===== config.mk =====
export PLATFORM = sky130hd
export DESIGN_NAME = uart_reg_bridge_flat
export DESIGN_NICKNAME = d
export VERILOG_FILES = /design/src/rtl/uart_reg_bridge_if.sv /design/src/rtl/uart_reg_bridge.sv /design/src/flat_wrapper.sv
export SDC_FILE = /design/constraint.sdc
export NUM_CORES = 1
export LEC_CHECK = 0
export ABC_AREA = 1
export BUFFER_PORTS_ARGS = -buffer_cell sky130_fd_sc_hd__buf_2
export CORE_MARGIN = 4
export CORE_UTILIZATION = 25
export DETAILED_ROUTE_END_ITERATION = 8
export HOLD_SLACK_MARGIN = 0.05
export PLACE_DENSITY = 0.5
export SLEW_MARGIN = 20
export SYNTH_ARGS = -nofsm -noshare
export SYNTH_HDL_FRONTEND = slang
export SYNTH_SLANG_ARGS = --single-unit

===== constraint.sdc =====
create_clock -name clk -period 2 [get_ports clk]
set_input_delay 0.2 -clock clk [delete_from_list [all_inputs] [get_ports clk]]
set_output_delay 0.2 -clock clk [all_outputs]
set_load 0.02 [all_outputs]

===== src/rtl/uart_reg_bridge_if.sv =====
// Signal bundle between the UART byte-stream bridge and its environment:
// rx byte sink, tx byte source and the 8-bit ack-handshake register bus.
interface uart_reg_bridge_if;
    logic       in_ready;
    logic       in_valid;
    logic [7:0] in_data;
    logic [1:0] in_error;

    logic       out_ready;
    logic       out_valid;
    logic [7:0] out_data;

    logic [7:0] bus_address;
    logic       bus_write;
    logic [7:0] bus_writedata;
    logic       bus_read;
    logic [7:0] bus_readdata;
    logic       bus_ack;

    // Bridge side
    modport master (
        output in_ready,
        input  in_valid, in_data, in_error,
        input  out_ready,
        output out_valid, out_data,
        output bus_address, bus_write, bus_writedata, bus_read,
        input  bus_readdata, bus_ack
    );

    // Environment side (rx phy, tx phy, register slave)
    modport slave (
        input  in_ready,
        output in_valid, in_data, in_error,
        output out_ready,
        input  out_valid, out_data,
        input  bus_address, bus_write, bus_writedata, bus_read,
        output bus_readdata, bus_ack
    );
endinterface


===== src/rtl/uart_reg_bridge.sv =====
// Decodes 'W' addr data / 'R' addr host frames into single register bus
// cycles and returns exactly one response byte per finished or aborted frame.
module uart_reg_bridge #(
    parameter int unsigned TIMEOUT_CYCLES = 10000,
    parameter logic [7:0]  ACK_CODE       = 8'h06,
    parameter logic [7:0]  NAK_CODE       = 8'h15
) (
    input  logic              clk,
    input  logic              reset,
    uart_reg_bridge_if.master bif
);
    typedef enum logic [2:0] {IDLE, ADDR, DATA, BUSWR, BUSRD, RESP} state_t;

    localparam logic [7:0]  CMD_WRITE    = 8'h57;
    localparam logic [7:0]  CMD_READ     = 8'h52;
    localparam logic [15:0] TIMEOUT_LOAD = 16'(TIMEOUT_CYCLES);
    localparam bit          TIMEOUT_EN   = (TIMEOUT_CYCLES != 0);

    state_t      state_reg;
    logic        wr_reg;
    logic [15:0] cnt_reg;
    logic        out_valid_reg;
    logic [7:0]  out_data_reg;
    logic        bus_write_reg;
    logic        bus_read_reg;
    logic [7:0]  bus_address_reg;
    logic [7:0]  bus_writedata_reg;

    logic accept;
    logic in_err;

    assign bif.in_ready = (state_reg == IDLE) || (state_reg == ADDR) || (state_reg == DATA);
    assign accept       = bif.in_valid && bif.in_ready;
    assign in_err       = |bif.in_error;

    assign bif.out_valid     = out_valid_reg;
    assign bif.out_data      = out_data_reg;
    assign bif.bus_write     = bus_write_reg;
    assign bif.bus_read      = bus_read_reg;
    assign bif.bus_address   = bus_address_reg;
    assign bif.bus_writedata = bus_writedata_reg;

    always_ff @(posedge clk or posedge reset) begin
        if (reset) begin
            state_reg         <= IDLE;
            wr_reg            <= 1'b0;
            cnt_reg           <= '0;
            out_valid_reg     <= 1'b0;
            out_data_reg      <= '0;
            bus_write_reg     <= 1'b0;
            bus_read_reg      <= 1'b0;
            bus_address_reg   <= '0;
            bus_writedata_reg <= '0;
        end else begin
            case (state_reg)
                IDLE: begin
                    if (accept) begin
                        cnt_reg <= TIMEOUT_LOAD;
                        // A flagged byte is rejected before it is decoded
                        if (in_err) begin
                            state_reg     <= RESP;
                            out_valid_reg <= 1'b1;
                            out_data_reg  <= NAK_CODE;
                        end else if (bif.in_data == CMD_WRITE) begin
                            wr_reg    <= 1'b1;
                            state_reg <= ADDR;
                        end else if (bif.in_data == CMD_READ) begin
                            wr_reg    <= 1'b0;
                            state_reg <= ADDR;
                        end else begin
                            state_reg     <= RESP;
                            out_valid_reg <= 1'b1;
                            out_data_reg  <= NAK_CODE;
                        end
                    end
                end

                ADDR: begin
                    if (accept) begin
                        cnt_reg <= TIMEOUT_LOAD;
                        if (in_err) begin
                            state_reg     <= RESP;
                            out_valid_reg <= 1'b1;
                            out_data_reg  <= NAK_CODE;
                        end else begin
                            bus_address_reg <= bif.in_data;
                            if (wr_reg) begin
                                state_reg <= DATA;
                            end else begin
                                state_reg    <= BUSRD;
                                bus_read_reg <= 1'b1;
                            end
                        end
                    end else if (TIMEOUT_EN) begin
                        // Host went quiet mid-frame: drop it without answering
                        if (cnt_reg <= 16'd1) begin
                            state_reg <= IDLE;
                            cnt_reg   <= '0;
                        end else begin
                            cnt_reg <= cnt_reg - 16'd1;
                        end
                    end
                end

                DATA: begin
                    if (accept) begin
                        cnt_reg <= TIMEOUT_LOAD;
                        if (in_err) begin
                            state_reg     <= RESP;
                            out_valid_reg <= 1'b1;
                            out_data_reg  <= NAK_CODE;
                        end else begin
                            bus_writedata_reg <= bif.in_data;
                            state_reg         <= BUSWR;
                            bus_write_reg     <= 1'b1;
                        end
                    end else if (TIMEOUT_EN) begin
                        if (cnt_reg <= 16'd1) begin
                            state_reg <= IDLE;
                            cnt_reg   <= '0;
                        end else begin
                            cnt_reg <= cnt_reg - 16'd1;
                        end
                    end
                end

                BUSWR, BUSRD: begin
                    // An ack in the final counted cycle still wins over the timeout
                    if (bif.bus_ack) begin
                        bus_write_reg <= 1'b0;
                        bus_read_reg  <= 1'b0;
                        state_reg     <= RESP;
                        out_valid_reg <= 1'b1;
                        out_data_reg  <= (state_reg == BUSWR) ? ACK_CODE : bif.bus_readdata;
                    end else if (TIMEOUT_EN) begin
                        if (cnt_reg <= 16'd1) begin
                            bus_write_reg <= 1'b0;
                            bus_read_reg  <= 1'b0;
                            cnt_reg       <= '0;
                            state_reg     <= RESP;
                            out_valid_reg <= 1'b1;
                            out_data_reg  <= NAK_CODE;
                        end else begin
                            cnt_reg <= cnt_reg - 16'd1;
                        end
                    end
                end

                RESP: begin
                    if (bif.out_ready) begin
                        out_valid_reg <= 1'b0;
                        state_reg     <= IDLE;
                    end
                end

                default: state_reg <= IDLE;
            endcase
        end
    end
endmodule


===== src/flat_wrapper.sv =====
// flat-port wrapper written by rule: the top's interface ports become plain ports
module uart_reg_bridge_flat 
#(
    parameter int unsigned TIMEOUT_CYCLES = 10000,
    parameter logic [7:0]  ACK_CODE       = 8'h06,
    parameter logic [7:0]  NAK_CODE       = 8'h15
)
  (clk, reset, bif_in_ready, bif_in_valid, bif_in_data, bif_in_error, bif_out_ready, bif_out_valid, bif_out_data, bif_bus_address, bif_bus_write, bif_bus_writedata, bif_bus_read, bif_bus_readdata, bif_bus_ack);
  uart_reg_bridge_if bif_i ();
  input  logic clk;
  input  logic reset;
  output wire logic [$bits(bif_i.in_ready)-1:0] bif_in_ready;
  input wire logic [$bits(bif_i.in_valid)-1:0] bif_in_valid;
  input wire logic [$bits(bif_i.in_data)-1:0] bif_in_data;
  input wire logic [$bits(bif_i.in_error)-1:0] bif_in_error;
  input wire logic [$bits(bif_i.out_ready)-1:0] bif_out_ready;
  output wire logic [$bits(bif_i.out_valid)-1:0] bif_out_valid;
  output wire logic [$bits(bif_i.out_data)-1:0] bif_out_data;
  output wire logic [$bits(bif_i.bus_address)-1:0] bif_bus_address;
  output wire logic [$bits(bif_i.bus_write)-1:0] bif_bus_write;
  output wire logic [$bits(bif_i.bus_writedata)-1:0] bif_bus_writedata;
  output wire logic [$bits(bif_i.bus_read)-1:0] bif_bus_read;
  input wire logic [$bits(bif_i.bus_readdata)-1:0] bif_bus_readdata;
  input wire logic [$bits(bif_i.bus_ack)-1:0] bif_bus_ack;
  assign bif_in_ready = bif_i.in_ready;
  assign bif_i.in_valid = bif_in_valid;
  assign bif_i.in_data = bif_in_data;
  assign bif_i.in_error = bif_in_error;
  assign bif_i.out_ready = bif_out_ready;
  assign bif_out_valid = bif_i.out_valid;
  assign bif_out_data = bif_i.out_data;
  assign bif_bus_address = bif_i.bus_address;
  assign bif_bus_write = bif_i.bus_write;
  assign bif_bus_writedata = bif_i.bus_writedata;
  assign bif_bus_read = bif_i.bus_read;
  assign bif_i.bus_readdata = bif_bus_readdata;
  assign bif_i.bus_ack = bif_bus_ack;
  uart_reg_bridge #(.TIMEOUT_CYCLES(TIMEOUT_CYCLES), .ACK_CODE(ACK_CODE), .NAK_CODE(NAK_CODE)) u_core (.clk(clk), .reset(reset), .bif(bif_i));
endmodule

==> qor.csv, run 1 <==
stage,metric,value,unit
status,outcome,"complete, no violations",
drt,dr.first_iter.drc_count,82,
timing,relSlewSlack,58.21,%
setup_path,worst_ep_arrival_time,1.95,ns
timing,hold_slack,0.05025,ns
floorplanning,die_area,12680,um^2
floorplanning,io_pins,51,
global_route,initial_antenna_violation_count,0,
global_route,grt_overflow,0,
synthesis,netlist.top_cell.by_area,sky130_fd_sc_hd__dfrtp_1,
placed_design,gp_routability_congestion,0.8061,
placed_design,placement.io_buffers,50,
clock_tree,cts_tree,yes,
synthesis,yosys_warnings,0,
timing,min_period_over_period,87.32,%
drt,finalWirelength,6.721,mm
final_layout,largest_register_ffs,16,
power_and_ir_drop,cell_area_power_density,1322,nW/um^2
synthesis,postSynthCellCount,360,
setup_path,cp-end-kind,register,
setup_path,worst_r2r_endpoint,u_core.cnt_reg[9]$_DFFE_PP0P_,
setup_path,crit_type,reg2reg,
synthesis,number_of_enable_flip_flop_cells_after_synthesis,0,
placed_design,post-place-cells,544,
power_and_ir_drop,power.total,4.271,mW
floorplanning,num_rows,37,
timing,setup_repair_after_global_routing_missed_its_margin,false,
final_layout,final_area,3232,um^2
synthesis,synth_sequential_area_ratio,43.00,%
setup_path,setup.reg_to_reg.worst_slack,0.25,ns
clock_tree,clock_tree.buffer_depth,2,
run,max_cap_viol_count,0,
synthesis,postSynth.topFlopCell,sky130_fd_sc_hd__dfrtp_1,
drt,via_density_per_instance,4.437,
timing,setup_viol,0,
final_layout,layout-drive-gt1-share,25.48,%
drt,drcViolationCount,0,
final_layout,antennaDiodeCount,0,
clock_tree,cts-buffers-inserted,5,
final_layout,synthToLayoutAreaGrowth,18.16,%
drt,vias,2449,
global_route,via_count_of_the_first_global_routing_pass,2456,
setup_path,crit_chain,inv_1 -> nand3_2 -> nand2_2 -> inv_2 -> nand2_4 -> inv_4 -> nand2_1 -> inv_2 -> nand2_1 -> o21ai_1 -> inv_1,
floorplanning,chipWidth,112.6,um
synthesis,synth_area,2735,um^2
setup_path,critPathMaxStageDelay,0.59,ns
final_layout,finalNetCount,440,
timing,clock-skew-final,0.01049,ns
timing,worst-slew-pin-transition,0.6269,ns
setup_path,required,2.21,ns
floorplanning,die_height,112.6,um
clock_tree,clkLatencyLatePin,0.30,ns
timing,max_slew_violations,0,
synthesis,postSynthRegisterBits,47,
clock_tree,htreeDepth,2,
timing,hold_viol,0,
drt,firstDrtPassIters,4,
setup_path,crit_fanout,12,
global_route,grt.total_usage,10.98,%
setup_path,depth_of_the_most_critical_reg_to_reg_path,11,
timing,period_minus_slack,1.746,ns
clock_tree,clock_sinks,47,
placed_design,detailedPlacementHpwl,5.169,mm
floorplanning,floorplan.initialDensity,26.03,%
global_route,grt_start_max_net_pins,48,
global_route,wire_length_of_the_first_global_routing_pass,11.57,mm
drt,route.antenna.remaining_nets,0,
synthesis,post_synth.cell_area_avg,7.598,um^2
final_layout,fillCellCount,1173,
final_layout,final-instance-count-excl-fill,552,
clock_tree,cts_root_buf,sky130_fd_sc_hd__clkbuf_8,
placed_design,placedInstanceArea,3131,um^2
synthesis,synthTopCellsByArea,"sky130_fd_sc_hd__dfrtp_1 43%, sky130_fd_sc_hd__nand2_1 15%, sky130_fd_sc_hd__nor2_1 6.0%",
setup_path,path_delay_family,flip-flops,
synthesis,synth_top_area_share,43.00,%
floorplanning,core_region_area,10510,um^2
setup_path,worst_setup_sp_type,register,
setup_path,crit_buf_inv,5,
synthesis,yosysUniqueCellTypes,34,
clock_tree,clk_pin_slew_worst_paths,0.09,ns
timing,timing.setup.tns,0,ns
power_and_ir_drop,irDropWorstVdd,824.5,uV
synthesis,postSynthNetCount,385,
drt,wl_per_cell,12.18,um
setup_path,timing.critical_path.slowest_stage_cell,sky130_fd_sc_hd__dfrtp_1,
setup_path,r2r-start,u_core.state_reg[0]$_DFFE_PP0P_,
timing,max_freq,572.6,MHz
synthesis,ys_async_sr_fraction,100.0,%
hold_path,min-delay-path-class,in2async,
power_and_ir_drop,power_leakage,1.707,nW
==> worst max-delay path by stage <==
stage	from	to	slack, ns	cells after the start
finish	u_core.state_reg[0]$_DFFE_PP0P_	u_core.cnt_reg[9]$_DFFE_PP0P_	0.25	11
global route	u_core.cnt_reg[0]$_DFFE_PP0P_	u_core.bif.out_data[5]$_DFFE_PP0P_	0.05	9
CTS	u_core.cnt_reg[0]$_DFFE_PP0P_	u_core.bif.out_data[5]$_DFFE_PP0P_	0.24	9
detailed placement	u_core.cnt_reg[0]$_DFFE_PP0P_	u_core.bif.out_data[5]$_DFFE_PP0P_	0.25	9
global placement	u_core.cnt_reg[0]$_DFFE_PP0P_	u_core.bif.out_data[1]$_DFFE_PP0P_	0.29	9
floorplan	u_core.cnt_reg[0]$_DFFE_PP0P_	u_core.cnt_reg[14]$_DFFE_PP0P_	0.45	9
==> power by group <==
group,switching [mW],internal [mW]
combinational,1.48,0.715
sequential,0.233,1.22
clock,0.341,0.283
==> synthesized netlist by cell type, types with 2 or more instances <==
master                    count
sky130_fd_sc_hd__inv_1       33
sky130_fd_sc_hd__nand3_2      5
sky130_fd_sc_hd__nand4_1      4
sky130_fd_sc_hd__nand2_4      7
sky130_fd_sc_hd__o21ai_0      9
sky130_fd_sc_hd__ha_1         2
sky130_fd_sc_hd__nor2_4       3
sky130_fd_sc_hd__o21ai_1     20
sky130_fd_sc_hd__xnor2_1      2
sky130_fd_sc_hd__inv_2        7
sky130_fd_sc_hd__nand2_2      8
sky130_fd_sc_hd__nor2_2       5
sky130_fd_sc_hd__nor2_1      44
sky130_fd_sc_hd__nand2_1    112
sky130_fd_sc_hd__a21oi_1     13
sky130_fd_sc_hd__nand3_1     15
sky130_fd_sc_hd__buf_6        4
sky130_fd_sc_hd__nor3_1       4
sky130_fd_sc_hd__dfrtp_1     47
sky130_fd_sc_hd__buf_2        2
==> routing by layer <==
layer / up-vias / wire length [um] / part of all wire (%) / GRT usage, %
li1: 1245 / - / - / -
met1: 1161 / 3112 / 46 / 13.78
met2: 37 / 3323 / 49 / 19.00
met3: 6 / 207 / 3.1 / 2.695
met4: 0 / 78 / 1.2 / 2.484
met5: - / 0 / 0 / 0
==> timing repair <==
action | in CTS | in global routing
buffers inserted | 0 | 0
endpoints found under the setup margin | 0 | 3
hold buffers | 0 | 0
resized for setup | 0 | 1
==> cells by family (layout without fill, tap and decap cells) <==
kind of cell    Yosys count  after routing  synth area share [%]
compound gates           49             49                 10.25
xor+xnor                  2              2                0.6406
fa+ha+maj                 2              2                0.9148
buf+inv                  48            104                 7.868
flops                    47             47                 43.00
simple gates            212            212                 37.33
==> stage by stage <==
step	util, %	worst slack, ns
6_report	30.75	0.2536
2_1_floorplan	-	0.4545
4_1_cts	30.71	0.2391
3_3_place_gp	29.79	0.2943
3_5_place_dp	29.79	0.2479
5_1_grt	30.75	0.04563
==> worst min-delay path, cell delays in order <==
cell and delay, ns:
sky130_fd_sc_hd__buf_2 0.10, sky130_fd_sc_hd__inv_2 0.03, sky130_fd_sc_hd__buf_4 0.50
==> cell usage in the layout, fill, tap and decap left out <==
| cell | instances |
|---|---|
| sky130_fd_sc_hd__a21oi_4 | 1 |
| sky130_fd_sc_hd__nor2_2 | 5 |
| sky130_fd_sc_hd__o21ai_4 | 1 |
| sky130_fd_sc_hd__o21ai_0 | 9 |
| sky130_fd_sc_hd__nand3_2 | 5 |
| sky130_fd_sc_hd__a21oi_2 | 1 |
| sky130_fd_sc_hd__dfrtp_1 | 47 |
| sky130_fd_sc_hd__nand2_2 | 7 |
| sky130_fd_sc_hd__nand3_4 | 1 |
| sky130_fd_sc_hd__clkinv_2 | 1 |
| sky130_fd_sc_hd__buf_4 | 4 |
| sky130_fd_sc_hd__o211ai_1 | 1 |
| sky130_fd_sc_hd__inv_6 | 1 |
| sky130_fd_sc_hd__nor3_2 | 1 |
| sky130_fd_sc_hd__inv_1 | 32 |
| sky130_fd_sc_hd__clkinv_1 | 1 |
| sky130_fd_sc_hd__nand2_4 | 8 |
| sky130_fd_sc_hd__ha_1 | 2 |
| sky130_fd_sc_hd__nand2_8 | 1 |
| sky130_fd_sc_hd__buf_2 | 50 |
| sky130_fd_sc_hd__nand4_1 | 4 |
| sky130_fd_sc_hd__a22oi_1 | 1 |
| sky130_fd_sc_hd__o22ai_1 | 1 |
| sky130_fd_sc_hd__nor3_4 | 1 |
| sky130_fd_sc_hd__nor2_4 | 3 |
| sky130_fd_sc_hd__a21oi_1 | 13 |
| sky130_fd_sc_hd__o21bai_1 | 1 |
| sky130_fd_sc_hd__inv_4 | 1 |
| sky130_fd_sc_hd__clkbuf_8 | 6 |
| sky130_fd_sc_hd__nand3b_1 | 1 |
| sky130_fd_sc_hd__nand3_1 | 15 |
| sky130_fd_sc_hd__nand2_1 | 112 |
| sky130_fd_sc_hd__xnor2_1 | 2 |
| sky130_fd_sc_hd__o21ai_1 | 20 |
| sky130_fd_sc_hd__nor2_1 | 44 |
| sky130_fd_sc_hd__nor3_1 | 4 |
| sky130_fd_sc_hd__inv_2 | 8 |
==> cell type report <==
cell class                 instances  area, um^2  share of cell area [%]
clock buffer                       6       82.58                   2.555
clock inverter                     2       13.76                  0.4259
inverter                          42       160.2                   4.955
multi-input combinational        265        1349                   41.73
sequential                        47        1176                   36.39
tap                              136       170.2                   5.265
timing repair buffer              54       280.3                   8.672
(Power assumes the default switching activity.)
==> run 2: changes to the inputs <==
--- a/config.mk
+++ b/config.mk
@@ -8,10 +8,10 @@
 export ABC_AREA = 1
 export BUFFER_PORTS_ARGS = -buffer_cell sky130_fd_sc_hd__buf_2
 export CORE_MARGIN = 4
-export CORE_UTILIZATION = 25
+export CORE_UTILIZATION = 56
 export DETAILED_ROUTE_END_ITERATION = 8
 export HOLD_SLACK_MARGIN = 0.05
-export PLACE_DENSITY = 0.5
+export PLACE_DENSITY = 0.88
 export SLEW_MARGIN = 20
 export SYNTH_ARGS = -nofsm -noshare
 export SYNTH_HDL_FRONTEND = slang
==> qor.csv, run 2 (synthesized netlist as in run 1, its figures left out) <==
stage,metric,value,unit,change
timing,hold_slack,0.09137,ns,was 0.05025 ns
timing,final_critical_path_setup_slack,0.2430,ns,was 0.2536 ns
global_route,initial_antenna_violation_count,0,,unchanged
final_layout,synthToLayoutAreaGrowth,15.46,%,was 18.16%
final_layout,antennaDiodeCount,0,,unchanged
floorplanning,core_region_area,4723,um^2,was 10510 um^2
clock_tree,cts_root_buf,sky130_fd_sc_hd__clkbuf_8,,unchanged
timing,clock-skew-final,0.005596,ns,was 0.01049 ns
drt,wl_per_cell,12.24,um,was 12.18 um
timing,max_freq,569.2,MHz,was 572.6 MHz
floorplanning,floorplan.initialDensity,57.91,%,was 26.03%
timing,setup_viol,0,,unchanged
final_layout,layout.cells.most_common_list,"112 x sky130_fd_sc_hd__nand2_1, 50 x sky130_fd_sc_hd__buf_2, 46 x sky130_fd_sc_hd__dfrtp_1",,"was 112 x sky130_fd_sc_hd__nand2_1, 50 x sky130_fd_sc_hd__buf_2, 47 x sky130_fd_sc_hd__dfrtp_1"
final_layout,finalNetCount,442,,was 440
final_layout,layout-drive-gt1-share,25.60,%,was 25.48%
timing,timing.setup.tns,0,ns,unchanged
floorplanning,chipWidth,77.89,um,was 112.6 um
setup_path,cp-end-kind,register,,unchanged
power_and_ir_drop,power.total,4.223,mW,was 4.271 mW
global_route,via_count_of_the_first_global_routing_pass,2411,,was 2456
timing,max_slew_violations,0,,unchanged
timing,period_minus_slack,1.757,ns,was 1.746 ns
drt,finalWirelength,5.938,mm,was 6.721 mm
clock_tree,clk_pin_slew_worst_paths,0.09,ns,about the same
clock_tree,postCtsSetupRepairBufs,0,,unchanged
placed_design,detailedPlace.worstSlack,0.1766,ns,was 0.2479 ns
drt,route.antenna.remaining_nets,0,,unchanged
final_layout,final-instance-count-excl-fill,485,,was 552
power_and_ir_drop,power_leakage,1.696,nW,was 1.707 nW
placed_design,detailedPlacementHpwl,4.563,mm,was 5.169 mm
timing,min_period_over_period,87.85,%,was 87.32%
clock_tree,cts-buffers-inserted,5,,unchanged
setup_path,required,2.20,ns,was 2.21 ns
final_layout,largest_register_ffs,16,,unchanged
setup_path,crit_type,reg2reg,,unchanged
placed_design,placement.io_buffers,50,,unchanged
clock_tree,htreeDepth,2,,unchanged
hold_path,hold_path_startpoint,bif_bus_readdata[6],,
setup_path,worst_setup_sp_type,register,,unchanged
timing,hold_viol,0,,unchanged
setup_path,r2r-start,u_core.state_reg[0]$_DFFE_PP0P_,,unchanged
timing,worst-slew-pin-transition,0.5519,ns,was 0.6269 ns
status,outcome,"complete, no violations",,unchanged
final_layout,layout.cells.most_common,sky130_fd_sc_hd__nand2_1,,unchanged
power_and_ir_drop,irDropWorstVdd,835.5,uV,was 824.5 uV
drt,wirelength_met1,2.591,mm,was 3.112 mm
drt,vias,2457,,was 2449
floorplanning,num_rows,25,,was 37
placed_design,gp_routability_congestion,0.9055,,was 0.8061
drt,firstDrtPassIters,5,,was 4
floorplanning,die_area,6066,um^2,was 12680 um^2
global_route,grt.total_usage,21.03,%,was 10.98%
clock_tree,clkLatencyLatePin,0.30,ns,about the same
setup_path,startpoint,u_core.state_reg[0]$_DFFE_PP0P_,,unchanged
drt,dr.first_iter.drc_count,259,,was 82
global_route,grt_overflow,0,,unchanged
timing,setup_repair_after_global_routing_missed_its_margin,false,,unchanged
global_route,grt_start_max_net_pins,28,,was 48
clock_tree,clock_tree.buffer_depth,2,,unchanged
drt,met3_wirelength,295,um,was 207 um
clock_tree,clock_sinks,47,,unchanged
floorplanning,die_height,77.89,um,was 112.6 um
clock_tree,cts_tree,yes,,unchanged
setup_path,worst_ep_arrival_time,1.96,ns,was 1.95 ns
timing,relSlewSlack,63.15,%,was 58.21%
run,max_cap_viol_count,0,,unchanged
power_and_ir_drop,cell_area_power_density,1337,nW/um^2,was 1322 nW/um^2
drt,drcViolationCount,0,,unchanged
placed_design,post-place-cells,476,,was 544
final_layout,fillCellCount,387,,was 1173
hold_path,min-delay-path-class,in2reg,,was in2async
drt,dr.max_layer_used,met4,,unchanged
drt,detailroute.wirelength.met2,2.988,mm,was 3.323 mm
setup_path,crit_fanout,12,,unchanged
drt,via_density_per_instance,5.066,,was 4.437
global_route,wire_length_of_the_first_global_routing_pass,10.41,mm,was 11.57 mm
floorplanning,io_pins,51,,unchanged
==> run 2: repair_timing <==
item | in CTS | in global routing
resized for setup | 0 | 1
setup endpoints to repair | 0 | 5
endpoints found under the hold margin | 25 | 0
hold buffers | 1 | 0
==> run 2: final timing paths <==
path                                                         end  slack, ns  depth (start not counted)
setup reg to reg                   u_core.cnt_reg[9]$_DFFE_PP0P_       0.24                         11
hold / removal                u_core.bif.out_data[6]$_DFFE_PP0P_       0.09                          3
hold reg to reg               u_core.bif.out_data[6]$_DFFE_PP0P_       0.47                          2
max in group asynchronous         u_core.cnt_reg[10]$_DFFE_PP0P_       0.94                          4
min in group asynchronous  u_core.bif.bus_address[6]$_DFFE_PP0P_       0.48                          3
setup / recovery                   u_core.cnt_reg[9]$_DFFE_PP0P_       0.24                         11
==> run 2: layout make-up <==
cell class,instances,area (um^2),area share [%]
well taps,67,83.83,2.655
clock inverters,1,8.758,0.2773
multi-input cells,265,1344,42.55
inverters,42,160.2,5.071
clock buffers,7,86.33,2.734
repair buffers,56,297.8,9.429
flip-flops and latches,47,1177,37.28
==> run 2: worst max-delay path: stages, from the launching register on <==
cell and delay, ns:
sky130_fd_sc_hd__dfrtp_1 0.59, sky130_fd_sc_hd__inv_1 0.15, sky130_fd_sc_hd__nand3_2 0.13, sky130_fd_sc_hd__nand2_2 0.06, sky130_fd_sc_hd__inv_2 0.06, sky130_fd_sc_hd__nand2_4 0.12
sky130_fd_sc_hd__inv_4 0.17, sky130_fd_sc_hd__nand2_1 0.10, sky130_fd_sc_hd__inv_2 0.08, sky130_fd_sc_hd__nand2_1 0.05, sky130_fd_sc_hd__o21ai_1 0.07, sky130_fd_sc_hd__inv_1 0.05
==> run 2: stage by stage <==
step / instance area (um^2) / utilization [%]
after floorplan: 2735 / -
after CTS: 3157 / 66.83
final: 3158 / 66.86
after detailed placement: 3052 / 64.61
after global routing: 3158 / 66.86
after global placement: 3052 / 64.61
==> run 2: report_power, final <==
part / internal [mW] / switching, mW / total [mW]
combinational: 0.710 / 1.45 / 2.16
clock: 0.284 / 0.319 / 0.603
sequential: 1.22 / 0.243 / 1.46
==> run 2: routing by layer <==
metal / track usage [%] / vias to the layer above
met5: 0 / -
met4: 7.829 / 0
met3: 3.364 / 7
met2: 35.79 / 69
met1: 26.84 / 1133
li1: - / 1248
==> run 3: changes to the inputs <==
--- a/config.mk
+++ b/config.mk
@@ -5,13 +5,11 @@
 export SDC_FILE = /design/constraint.sdc
 export NUM_CORES = 1
 export LEC_CHECK = 0
-export ABC_AREA = 1
 export BUFFER_PORTS_ARGS = -buffer_cell sky130_fd_sc_hd__buf_2
-export CORE_MARGIN = 4
-export CORE_UTILIZATION = 56
+export CORE_UTILIZATION = 54
 export DETAILED_ROUTE_END_ITERATION = 8
 export HOLD_SLACK_MARGIN = 0.05
-export PLACE_DENSITY = 0.88
+export PLACE_DENSITY = 0.87
 export SLEW_MARGIN = 20
 export SYNTH_ARGS = -nofsm -noshare
 export SYNTH_HDL_FRONTEND = slang
==> qor.csv, run 3 <==
stage,metric,value,unit,change
placed_design,gp_routability_congestion,0.9080,,was 0.9055
power_and_ir_drop,irDropWorstVdd,832.1,uV,was 835.5 uV
setup_path,depth_of_the_most_critical_reg_to_reg_path,5,,was 11
setup_path,crit_type,reg2reg,,unchanged
final_layout,finalNetCount,349,,was 442
hold_path,hold_path_startpoint,bif_bus_readdata[5],,was bif_bus_readdata[6]
drt,vias,2286,,was 2457
synthesis,post_synth_mux_area_share,7.461,%,was 0%
global_route,global_route.peak_usage_layer,met2,,unchanged
floorplanning,core_region_area,4144,um^2,was 4723 um^2
floorplanning,die_height,68.87,um,was 77.89 um
drt,firstDrtPassIters,6,,was 5
synthesis,postSynth.topFlopCell,sky130_fd_sc_hd__dfrtp_1,,unchanged
placed_design,detailedPlacementHpwl,4.410,mm,was 4.563 mm
setup_path,r2r-start,u_core.cnt_reg[12]$_DFFE_PP0P_,,was u_core.state_reg[0]$_DFFE_PP0P_
final_layout,layout-drive-gt1-share,42.77,%,was 25.60%
synthesis,synth_area,2415,um^2,was 2735 um^2
global_route,grt_overflow,0,,unchanged
floorplanning,chipWidth,68.87,um,was 77.89 um
global_route,grtUsageMet1,40.00,%,was 26.84%
power_and_ir_drop,cell_area_power_density,1368,nW/um^2,was 1337 nW/um^2
final_layout,synthToLayoutAreaGrowth,33.01,%,was 15.46%
synthesis,yosys.area_share.xor_xnor,3.990,%,was 0.6404%
floorplanning,num_rows,23,,was 25
timing,worst-slew-pin-transition,0.6646,ns,was 0.5519 ns
drt,via_density_per_instance,6.096,,was 5.066
power_and_ir_drop,power_leakage,1.537,nW,was 1.696 nW
setup_path,cp-end-kind,register,,unchanged
setup_path,setup.reg_to_reg.worst_slack,-0.50,ns,was 0.24 ns
synthesis,post_synth.cell_area_avg,10.10,um^2,was 7.598 um^2
drt,dr.first_iter.drc_count,327,,was 259
status,outcome,"complete, but fails checks",,"was complete, no violations"
global_route,initial_antenna_violation_count,0,,unchanged
clock_tree,clk_pin_slew_worst_paths,0.09,ns,about the same
final_layout,layout.cells.most_common_list,"50 x sky130_fd_sc_hd__buf_2, 47 x sky130_fd_sc_hd__dfrtp_1, 34 x sky130_fd_sc_hd__buf_4",,"was 112 x sky130_fd_sc_hd__nand2_1, 50 x sky130_fd_sc_hd__buf_2, 46 x sky130_fd_sc_hd__dfrtp_1"
floorplanning,io_pins,51,,unchanged
final_layout,fillCellCount,262,,was 387
synthesis,postSynthCellCount,239,,was 360
power_and_ir_drop,comb_power_share,54.7,%,was 51.1%
placed_design,detailedPlace.worstSlack,-0.4173,ns,was 0.1766 ns
timing,max_slew_violations,0,,unchanged
synthesis,yosys_warnings,0,,unchanged
placed_design,placement.io_buffers,50,,unchanged
synthesis,number_of_enable_flip_flop_cells_after_synthesis,0,,unchanged
synthesis,synth_top_family_by_area,simple AND/OR/NAND/NOR gates,,unchanged
synthesis,post-synth-top-count-cell,sky130_fd_sc_hd__dfrtp_1,,was sky130_fd_sc_hd__nand2_1
power_and_ir_drop,share_seq_of_total_power,31.6,%,was 34.7%
synthesis,yosys.area_share.simple,18.91,%,was 37.33%
timing,hold_viol,0,,unchanged
synthesis,synthTopCellsByArea,"sky130_fd_sc_hd__dfrtp_1 49%, sky130_fd_sc_hd__mux2_2 7.5%, sky130_fd_sc_hd__nor2_1 3.9%",,"was sky130_fd_sc_hd__dfrtp_1 43%, sky130_fd_sc_hd__nand2_1 15%, sky130_fd_sc_hd__nor2_1 6.0%"
timing,final_critical_path_setup_slack,-0.4956,ns,was 0.2430 ns
status,violations_in_the_final_reports,setup timing,,
drt,finalWirelength,6.853,mm,was 5.938 mm
floorplanning,die_area,4743,um^2,was 6066 um^2
hold_path,worst_hold_path.num_cells,2,,was 3
setup_path,crit_fanout,3,,was 12
power_and_ir_drop,p_switching,1.839,mW,was 2.009 mW
synthesis,synth-compound-area-share,16.06,%,was 10.25%
timing,max_freq,400.7,MHz,was 569.2 MHz
power_and_ir_drop,power.internal,2.554,mW,was 2.214 mW
drt,wl_per_cell,18.27,um,was 12.24 um
synthesis,synth_top_area_share,48.70,%,was 43.00%
global_route,grt.total_usage,30.01,%,was 21.03%
timing,relSlewSlack,55.28,%,was 63.15%
synthesis,ys_async_sr_fraction,100.0,%,unchanged
power_and_ir_drop,power_frac_clock,13.7,%,was 14.3%
final_layout,final_area,3212,um^2,was 3158 um^2
timing,min_period_over_period,124.8,%,was 87.85%
final_layout,largest_register_ffs,16,,unchanged
hold_path,min_delay_worst_endpoint,u_core.bif.out_data[5]$_DFFE_PP0P_,,was u_core.bif.out_data[6]$_DFFE_PP0P_
synthesis,yosysUniqueCellTypes,48,,was 34
timing,period_minus_slack,2.496,ns,was 1.757 ns
placed_design,placedInstanceArea,2968,um^2,was 3052 um^2
synthesis,postSynthRegisterBits,47,,unchanged
clock_tree,cts-buffers-inserted,5,,unchanged
final_layout,final-instance-count-excl-fill,375,,was 485
setup_path,required,2.20,ns,about the same
clock_tree,clock_tree.buffer_depth,2,,unchanged
floorplanning,floorplan.initialDensity,58.27,%,was 57.91%
clock_tree,htreeDepth,2,,unchanged
final_layout,layout.cells.most_common,sky130_fd_sc_hd__buf_2,,was sky130_fd_sc_hd__nand2_1
synthesis,postSynthNetCount,264,,was 385
setup_path,worst_ep_arrival_time,2.69,ns,was 1.96 ns
placed_design,post-place-cells,362,,was 476
global_route,via_count_of_the_first_global_routing_pass,2088,,was 2411
timing,clock-skew-final,0.01243,ns,was 0.005596 ns
hold_path,min-delay-path-class,in2reg,,unchanged
run,max_cap_viol_count,0,,unchanged
global_route,met2_track_demand_over_resource,47.45,%,was 35.79%
final_layout,antennaDiodeCount,0,,unchanged
clock_tree,cts_tree,yes,,unchanged
timing,setup_repair_after_global_routing_missed_its_margin,true,,was false
timing,setup_viol,30,,was 0
setup_path,worst_r2r_endpoint,u_core.state_reg[0]$_DFFE_PP0P_,,was u_core.cnt_reg[9]$_DFFE_PP0P_
global_route,global_route.usage.met3,5.099,%,was 3.364%
synthesis,netlist.top_cell.by_area,sky130_fd_sc_hd__dfrtp_1,,unchanged
setup_path,worst_setup_sp_type,register,,unchanged
synthesis,synth-adder-area-share,1.036,%,was 0.9149%
drt,route.antenna.remaining_nets,0,,unchanged
clock_tree,cts_root_buf,sky130_fd_sc_hd__clkbuf_8,,unchanged
power_and_ir_drop,power_switching_share,41.86,%,was 47.58%
drt,drcViolationCount,0,,unchanged
global_route,wire_length_of_the_first_global_routing_pass,10.16,mm,was 10.41 mm
clock_tree,clkLatencyLatePin,0.31,ns,was 0.30 ns
clock_tree,clock_sinks,47,,unchanged
synthesis,post_synth_most_frequent_cells,"47 x sky130_fd_sc_hd__dfrtp_1, 25 x sky130_fd_sc_hd__nor2_1, 16 x sky130_fd_sc_hd__mux2_2",,"was 112 x sky130_fd_sc_hd__nand2_1, 47 x sky130_fd_sc_hd__dfrtp_1, 44 x sky130_fd_sc_hd__nor2_1"
synthesis,synth_sequential_area_ratio,48.70,%,was 43.00%
global_route,grt_start_max_net_pins,23,,was 28
run 3: cell count changes after synthesis, sizes merged, moves of 6 or more:
cell | before | now
o21ai | 30 | 13
inv | 41 | 10
mux2 | 0 | 16
a22o | 0 | 8
nor2 | 52 | 25
or4 | 0 | 7
nor2b | 0 | 6
nand2 | 128 | 7
clkbuf | 0 | 13
nand3 | 21 | 3
run 3: layout make-up:
| cell class | count | area (um^2) | area share [%] |
|---|---|---|---|
| repair buffers | 91 | 591.8 | 18.43 |
| flip-flops and latches | 47 | 1176 | 36.62 |
| clock buffers | 7 | 86.33 | 2.688 |
| well taps | 50 | 62.56 | 1.948 |
| clock inverters | 1 | 8.758 | 0.2727 |
| inverters | 10 | 37.54 | 1.169 |
| multi-input cells | 169 | 1249 | 38.88 |
run 3: routing by layer:
layer	vias to the layer above	part of all wire, %
met4	0	2.9
met1	1078	41
met3	28	8.2
met5	-	0
li1	1026	-
met2	154	48
run 3: metrics by stage:
step / hold WS, ns / util, % / setup TNS [ns] / power, mW
floorplan: 0.3266 / - / -6.529 / 2.650
global placement: 0.2335 / 71.62 / -7.926 / 3.421
detailed placement: 0.2377 / 71.62 / -9.786 / 3.503
CTS: 0.1031 / 76.00 / -7.804 / 4.238
global route: 0.1039 / 77.51 / -10.64 / 4.620
finish: 0.1022 / 77.51 / -8.904 / 4.393
run 3: worst max-delay path, cell delays in order (launching register included):
cell	delay, ns
sky130_fd_sc_hd__dfrtp_1	0.39
sky130_fd_sc_hd__or4_4	0.56
sky130_fd_sc_hd__or4_4	0.55
sky130_fd_sc_hd__or2_4	0.26
sky130_fd_sc_hd__or4_1	0.43
sky130_fd_sc_hd__and3_1	0.20
run 3: worst max path at each step:
stage	slack [ns]	endpoint	startpoint	cells past startpoint
final	-0.50	u_core.state_reg[0]$_DFFE_PP0P_	u_core.cnt_reg[12]$_DFFE_PP0P_	5
after global routing	-0.52	u_core.state_reg[0]$_DFFE_PP0P_	u_core.cnt_reg[12]$_DFFE_PP0P_	5
after CTS	-0.38	u_core.state_reg[0]$_DFFE_PP0P_	u_core.cnt_reg[12]$_DFFE_PP0P_	5
after detailed placement	-0.42	u_core.bif.out_data[7]$_DFFE_PP0P_	u_core.cnt_reg[12]$_DFFE_PP0P_	6
after global placement	-0.36	u_core.state_reg[0]$_DFFE_PP0P_	u_core.cnt_reg[12]$_DFFE_PP0P_	5
after floorplan	-0.49	u_core.state_reg[0]$_DFFE_PP0P_	u_core.cnt_reg[12]$_DFFE_PP0P_	6
run 3: logic make-up (layout without fill, tap and decap cells):
family / count (synthesis) / in the layout
compound gates: 57 / 58
buf+inv: 24 / 109
flops: 47 / 47
mux: 16 / 16
xor+xnor: 11 / 11
fa+ha+maj: 2 / 2
simple gates: 82 / 82
run 3: repair_timing:
| action | in CTS | in global routing |
|---|---|---|
| cloned | 2 | 0 |
| endpoints found under the setup margin | 30 | 30 |
| setup buffers | 1 | 1 |
| pin swaps | 6 | 9 |
| hold endpoints to repair | 20 | 0 |
| hold buffers | 1 | 0 |
| resized for setup | 12 | 18 |
run 3: power by group through the flow:
stage          Clock, mW  Combinational (mW)  Sequential (mW)
6_report           0.602                2.40             1.39
5_1_grt            0.639                2.56             1.42
2_1_floorplan          0                1.06             1.59
4_1_cts            0.605                2.25             1.38
3_3_place_gp           0                2.04             1.38
3_5_place_dp           0                2.11             1.40
